[config.mk]
export PLATFORM = sky130hd
export DESIGN_NAME = mem_read_streamer
export DESIGN_NICKNAME = d
export VERILOG_FILES = /design/src/rtl/mem_stream_pkg.sv /design/src/rtl/stream_skid_fifo.sv /design/src/rtl/mem_read_streamer.sv
export SDC_FILE = /design/constraint.sdc
export NUM_CORES = 1
export LEC_CHECK = 0
export CORE_MARGIN = 8
export CORE_UTILIZATION = 32
export DETAILED_ROUTE_END_ITERATION = 7
export PLACE_DENSITY = 0.62
export SKIP_LAST_GASP = 1
export SLEW_MARGIN = 20
export SYNTH_ARGS = -nofsm -noshare
export SYNTH_HDL_FRONTEND = slang
export SYNTH_HIERARCHICAL = 1
export SYNTH_SLANG_ARGS = --single-unit
[constraint.sdc]
create_clock -name rd_clk -period 4.9 [get_ports rd_clk]
set_input_delay 1.225 -clock rd_clk [delete_from_list [all_inputs] [get_ports rd_clk]]
set_output_delay 1.225 -clock rd_clk [all_outputs]
set_load 0.05 [all_outputs]
[src/rtl/mem_stream_pkg.sv]
// Shared definitions for the memory read streamer: FSM encoding and output buffer sizing.
package mem_stream_pkg;

    localparam int BUF_DEPTH = 2;
    localparam int BUF_CNT_W = $clog2(BUF_DEPTH + 1);

    typedef enum logic [1:0] {
        S_IDLE  = 2'd0,
        S_READ  = 2'd1,
        S_DRAIN = 2'd2
    } state_e;

endpackage

[src/rtl/stream_skid_fifo.sv]
// Two-entry synchronous FIFO carrying a data word plus its last flag.
// Writes and reads may happen in the same cycle. The instantiating logic must never push while full.
module stream_skid_fifo
    import mem_stream_pkg::*;
#(
    parameter int DATA_W = 8
) (
    input  logic                 clk,
    input  logic                 rst_n,
    input  logic                 push,
    input  logic [DATA_W-1:0]    push_data,
    input  logic                 push_last,
    input  logic                 pop,
    output logic [DATA_W-1:0]    head_data,
    output logic                 head_last,
    output logic [BUF_CNT_W-1:0] count
);

    logic [BUF_DEPTH-1:0][DATA_W-1:0] data_q, data_d;
    logic [BUF_DEPTH-1:0]             last_q, last_d;
    logic                             wr_ptr_q, wr_ptr_d;
    logic                             rd_ptr_q, rd_ptr_d;
    logic [BUF_CNT_W-1:0]             count_q, count_d;

    always_comb begin
        data_d   = data_q;
        last_d   = last_q;
        wr_ptr_d = wr_ptr_q;
        rd_ptr_d = rd_ptr_q;
        count_d  = count_q;
        if (push) begin
            data_d[wr_ptr_q] = push_data;
            last_d[wr_ptr_q] = push_last;
            wr_ptr_d         = ~wr_ptr_q;
        end
        if (pop) begin
            rd_ptr_d = ~rd_ptr_q;
        end
        if (push && !pop) begin
            count_d = count_q + BUF_CNT_W'(1);
        end else if (pop && !push) begin
            count_d = count_q - BUF_CNT_W'(1);
        end
    end

    always_ff @(posedge clk) begin
        if (!rst_n) begin
            data_q   <= '0;
            last_q   <= '0;
            wr_ptr_q <= 1'b0;
            rd_ptr_q <= 1'b0;
            count_q  <= '0;
        end else begin
            data_q   <= data_d;
            last_q   <= last_d;
            wr_ptr_q <= wr_ptr_d;
            rd_ptr_q <= rd_ptr_d;
            count_q  <= count_d;
        end
    end

    assign head_data = data_q[rd_ptr_q];
    assign head_last = last_q[rd_ptr_q];
    assign count     = count_q;

endmodule

[src/rtl/mem_read_streamer.sv]
// Burst read engine: walks a memory read port and returns the words as a valid/ready stream.
// MEM_STREAM_WRAP_EN: defined -> addresses wrap modulo depth; undefined -> burst truncated at top address.
module mem_read_streamer
    import mem_stream_pkg::*;
#(
    parameter int ADDR_W = 4,
    parameter int DATA_W = 8
) (
    input  logic              rd_clk,
    input  logic              rd_rst_n,
    input  logic              cmd_valid,
    output logic              cmd_ready,
    input  logic [ADDR_W-1:0] cmd_addr,
    input  logic [ADDR_W:0]   cmd_len,
    output logic              mem_rd_en,
    output logic [ADDR_W-1:0] mem_rd_addr,
    input  logic [DATA_W-1:0] mem_dout,
    output logic              out_valid,
    input  logic              out_ready,
    output logic [DATA_W-1:0] out_data,
    output logic              out_last,
    output logic              done
);

    state_e              state_q, state_d;
    logic [ADDR_W-1:0]   addr_q, addr_d;
    logic [ADDR_W:0]     rem_q, rem_d;
    logic                cap_q, cap_d;
    logic                cap_last_q, cap_last_d;
    logic                zdone_q, zdone_d;

    logic [ADDR_W:0]     burst_len;
    logic [BUF_CNT_W-1:0] fifo_count;
    logic [BUF_CNT_W:0]  occ, limit;
    logic                pop, credit_ok, rd_issue;

`ifdef MEM_STREAM_WRAP_EN
    assign burst_len = cmd_len;
`else
    localparam logic [ADDR_W:0] DEPTH = {1'b1, {ADDR_W{1'b0}}};
    logic [ADDR_W:0] room;
    assign room      = DEPTH - {1'b0, cmd_addr};
    assign burst_len = (cmd_len > room) ? room : cmd_len;
`endif

    assign pop       = out_valid & out_ready;
    assign cmd_ready = (state_q == S_IDLE);

    // A slot being popped this cycle is free again by the time the new read returns,
    // which is what lets the stream run at one beat per cycle with only two entries.
    assign occ       = {1'b0, fifo_count} + {{BUF_CNT_W{1'b0}}, cap_q};
    assign limit     = (BUF_CNT_W+1)'(BUF_DEPTH) + {{BUF_CNT_W{1'b0}}, pop};
    assign credit_ok = occ < limit;
    assign rd_issue  = (state_q == S_READ) && (rem_q != '0) && credit_ok;

    assign mem_rd_en   = rd_issue;
    assign mem_rd_addr = addr_q;

    always_comb begin
        state_d    = state_q;
        addr_d     = addr_q;
        rem_d      = rem_q;
        zdone_d    = 1'b0;
        cap_d      = rd_issue;
        cap_last_d = rd_issue && (rem_q == (ADDR_W+1)'(1));
        case (state_q)
            S_IDLE: begin
                if (cmd_valid) begin
                    addr_d = cmd_addr;
                    rem_d  = burst_len;
                    if (burst_len == '0) begin
                        zdone_d = 1'b1;
                    end else begin
                        state_d = S_READ;
                    end
                end
            end
            S_READ: begin
                if (rd_issue) begin
                    addr_d = addr_q + ADDR_W'(1);
                    rem_d  = rem_q - (ADDR_W+1)'(1);
                    if (rem_q == (ADDR_W+1)'(1)) begin
                        state_d = S_DRAIN;
                    end
                end
            end
            S_DRAIN: begin
                if (pop && out_last) begin
                    state_d = S_IDLE;
                end
            end
            default: state_d = S_IDLE;
        endcase
    end

    always_ff @(posedge rd_clk) begin
        if (!rd_rst_n) begin
            state_q    <= S_IDLE;
            addr_q     <= '0;
            rem_q      <= '0;
            cap_q      <= 1'b0;
            cap_last_q <= 1'b0;
            zdone_q    <= 1'b0;
        end else begin
            state_q    <= state_d;
            addr_q     <= addr_d;
            rem_q      <= rem_d;
            cap_q      <= cap_d;
            cap_last_q <= cap_last_d;
            zdone_q    <= zdone_d;
        end
    end

    stream_skid_fifo #(.DATA_W(DATA_W)) u_buf (
        .clk       (rd_clk),
        .rst_n     (rd_rst_n),
        .push      (cap_q),
        .push_data (mem_dout),
        .push_last (cap_last_q),
        .pop       (pop),
        .head_data (out_data),
        .head_last (out_last),
        .count     (fifo_count)
    );

    assign out_valid = (fifo_count != '0);
    assign done      = zdone_q | (pop & out_last);

endmodule

# After elaboration in Yosys (flattened, before gate mapping)
# Index checks and enable logic that the tools add are counted.
# op_classes
addsub,7
magnitude_cmp,5
eq_ne,8
n_mux,26
n_bitwise,5
n_reduce_logical,18
# op_table
cell,n
$mux 8,3
$bwmux 16,1
$mux 5,3
$mux 2,7
$pmux 5 s2,1
$demux 8 s1,1
$mux 4,2
$ne 2x2->1 const B,4
$pmux 4 s2,1
$logic_and 1x1->1,7
$pmux 2 s3,1
$reduce_and 3->1,2
$reduce_bool 2->1,3
$eq 5x1->1 const B,1
$gt 5x5->1,1
$logic_not 5->1,1
$reduce_and 5->1,1
$reduce_bool 5->1,1
$sub 5x1->5 const B,1
$sub 5x4->5 const A,1
$add 4x1->4 const B,1
$lt 1x2->1 const B,2
$mux 1,4
$add 2x1->3,1
15 further kinds,18
# totals
register_bits,36
in_bits,21
output_inout_bits,17
elab_cells,81

# Longest topological paths before layout
# logic_depth
depth_word,7
ltp_mapped,9
depth_no_buf,9

# Modules after synthesis
# Netlist, hierarchy kept.
# by_module_without_submodules
mod,instances,cells_per_inst,area_per_inst_um2,seq_area_each_um2
mem_read_streamer,1,149,1265.0,280.3
stream_skid_fifo,1,107,962.2,440.4

# Worst setup path before layout
# OpenSTA, ideal clock, no wires.
# synth_timing
path_kind,input to output
from,input out_ready
to,output mem_rd_en
t_arrival_ps,2079
t_required_ps,3675
path_slack_ps,1596
stages,3
n_path_buf,0
path_cell_list,o21ai_1 o21a_1 nor3_4
# synth_via
elab_chain_cells,4
# synth_lines
item,line_no,rtl
from (decl),mem_read_streamer.sv:19,"input logic out_ready,"
$and 1x1->1,mem_read_streamer.sv:46,assign pop = out_valid & out_ready;
$add 2x1->3,mem_read_streamer.sv:52,"assign limit = (BUF_CNT_W+1)'(BUF_DEPTH) + {{BUF_CNT_W{1'b0}}, pop};"
$lt 3x3->1,mem_read_streamer.sv:53,assign credit_ok = occ < limit;
$logic_and 1x1->1,mem_read_streamer.sv:54,assign rd_issue = (state_q == S_READ) && (rem_q != '0) && credit_ok;
to (decl),mem_read_streamer.sv:15,"output logic mem_rd_en,"
# No other way between the ends.

# Worst setup path after layout
# Ends and elaborated chain as after synthesis.

==> impl_metrics.tcl <==
set metrics [dict create \
    status "completed" \
    ys_seq_area_frac 0.324 \
    critPathKind "input port to output pin" \
    arrival_ps 3210 \
    io_pins 38 \
    clk_pin_slew_ps 70 \
    max-vdd-ir-drop_v 0.000147 \
    grt_antenna_before_repair 0 \
    finalCritPeriodShare 0.904 \
    drt-initial-drc-count 109 \
    r2r-end "rem_q[4]" \
    placementRows 30 \
    p_leak_nw 1.05 \
    worst-path-stages 5 \
    endpoint_kind "output pin" \
    clockBufferDepth 2 \
    routedWlPerCell_um 14.9 \
    cpMostUsedCell "clkdlybuf4s50_1" \
    hold_start "u_buf/data_q[14]" \
    final_common_cell "nand2_1" \
    async_flop_share 0 \
    grt_overflow 0 \
    min_period_ps 4430 \
    setup-tns-final_ps 0 \
    maxSlewHeadroom 0.562 \
    initial_core_util 0.330 \
    slowest_stage "clkdlybuf4s50_1" \
    fmax_ghz 0.226 \
    layout-drive-gt1-share 0.130 \
    worst_path_dominant_cell_family "buffers and inverters" \
    design.die.area_um2 9890 \
    path_cells "clkdlybuf4s50_1 > o21ai_1 > o21a_1 > nor3_4 > clkdlybuf4s50_1" \
    synth_cell_types 57 \
    synth_cells 256 \
    ys_seq_elements 36 \
    reg2reg_depth 7 \
    path_buf_inv 2 \
    dieHeight_um 99.4 \
    track_usage 0.113 \
    crit_path_max_fanout 5 \
    powerDensity_nw_per_um2 437 \
    clock-sinks 36 \
    place_inst 364 \
    final_antenna_net_count 0 \
    dr.pass1.iters 4 \
    chipWidth_um 99.4 \
    hold_end "u_buf/data_q[14]" \
    yosys_most_used_dff "dfxtp_1" \
    io_buffers 37 \
    synthesis.nets 290 \
    vias_per_cell 5.23 \
    nets 325 \
    dp_hpwl_um 4060 \
    synthToLayoutAreaGrowth_pct 24.8 \
    finalWirelength_um 5530 \
    slew_viol_final 0 \
    cp-start-kind "input port" \
    cts_buffers 5 \
    root_buffer "clkbuf_8" \
    rsz0062_at_grt "no" \
    grt_pass1_wl_um 9070 \
    synth_edf_count 0 \
    cts_resized 0 \
    postCtsSetupRepairBufs 0 \
    tightestPinTransition_ps 656 \
    coreArea_um2 6760 \
    tritoncts "done" \
    h-tree-depth 2 \
    hold_buffers 0 \
    min_path_cells 2 \
    insertion_delay_ps 290 \
    place.gp.congestion 0.790 \
    mostFrequentLayoutCells "nand2_1, clkdlybuf4s50_1, dfxtp_1" \
    syn_area_per_cell_um2 8.70 \
    worstPathRequired_ps 3670 \
    clock-skew-final_ps 4.21 \
    setup_violations 0 \
    ys_warn_count 6 \
    hold_viol_final 0 \
    cap_violations 0 \
    grt_max_degree 34 \
    route.vias.total 1945 \
    slowest_delay_ps 880 \
    drcViolationCount 0 \
    hold_path_class "register to register" \
    worstReg2RegStart "cap_q" \
    synthesis.area_um2 2230 \
    reg2reg_slack_ps 2890 \
    insertedDiodeCount 0 \
    instances_no_fill 372 \
    grt_pass1_vias 1846 \
]
==> report_power, final <==
part | leakage [nW] | switching, W | internal (W)
clock network | 0.0645 | 0.000110 | 0.000180
logic | 0.694 | 0.000311 | 0.000215
registers | 0.293 | 0.0000638 | 0.000335
total | 1.05 | 0.000485 | 0.000729
==> through the flow <==
| stage | instance area (um^2) | utilization | total power (W) | setup WS [ps] | hold WS, ps |
|---|---|---|---|---|---|
| 2_1_floorplan | 2230 | - | 0.000793 | 1600 | 440 |
| 3_3_place_gp | 2650 | 0.393 | 0.000930 | 466 | 448 |
| 4_1_cts | 2780 | 0.411 | 0.00123 | 446 | 465 |
| 3_5_place_dp | 2650 | 0.393 | 0.000931 | 459 | 454 |
| 6_report | 2780 | 0.411 | 0.00121 | 470 | 461 |
| 5_1_grt | 2780 | 0.411 | 0.00129 | 369 | 481 |
==> synth_stat cells (all sizes together) (3+ instances only) <==
cell type  instances  area share
nand2             40       0.069
dfxtp             36        0.32
a21boi            21       0.071
nand3             16       0.036
a21oi             13       0.034
ha                13       0.073
inv               11       0.019
mux2              10       0.051
o21ai             10       0.022
buf                9       0.023
nor3               8       0.028
nor2               7       0.013
nand2b             6       0.021
a31oi              4       0.018
and2               4       0.011
xor2               4       0.016
a31o               3       0.012
and3               3       0.011
nor2b              3      0.0084
nor4               3      0.0084
o211ai             3       0.010
o21a               3       0.013
==> area by class of cell <==
cell class / instances / area (um^2)
multi-input combinational: 196 / 1400
fill: 698 / 3980
sequential: 36 / 721
inverter: 13 / 48.8
clock buffer: 7 / 96.3
timing repair buffer: 39 / 385
clock inverter: 1 / 30.0
tap: 80 / 100
==> state kept, by name, summed over array words and instances, names as in the netlist <==
signal,flops
u_buf/count,2
state_q,2
u_buf/rd_ptr_q,1
u_buf/data_q,16
zdone_q,1
cap_last_q,1
mem_rd_addr,4
rem_q,5
cap_q,1
u_buf/wr_ptr_q,1
u_buf/last_q,2
==> worst register-to-register path: cells and delay by family, from the launching register on <==
kind	cells	cell delay, ps
AOI/OAI and AO/OA	4	910
adders and majority gates	2	510
buffers and inverters	1	180
DFF	1	300
==> worst max path at each step <==
stage / endpoint / from / slack (ps)
finish: mem_rd_en / out_ready / 470
global route: mem_rd_en / out_ready / 370
detailed placement: mem_rd_en / out_ready / 460
floorplan: mem_rd_en / out_ready / 1600
CTS: mem_rd_en / out_ready / 450
global placement: mem_rd_en / out_ready / 470
==> layer usage <==
metal | wire length, um | global-route usage | vias up
met1 | 2590 | 0.136 | 909
met4 | 68 | 0.0373 | 0
li1 | - | - | 981
met5 | 0 | 0 | -
met2 | 2510 | 0.180 | 47
met3 | 362 | 0.0426 | 8
==> cell families after synthesis <==
logic type | count (synthesis) | synth area share
adders and majority gates | 13 | 0.0730
muxes | 12 | 0.0596
xor gates and xnor gates | 5 | 0.0197
and+or+nand+nor | 99 | 0.234
AOI/OAI and AO/OA | 67 | 0.242
buffers and inverters | 24 | 0.0483
DFF | 36 | 0.324
Power figures use the tool's default switching activity.
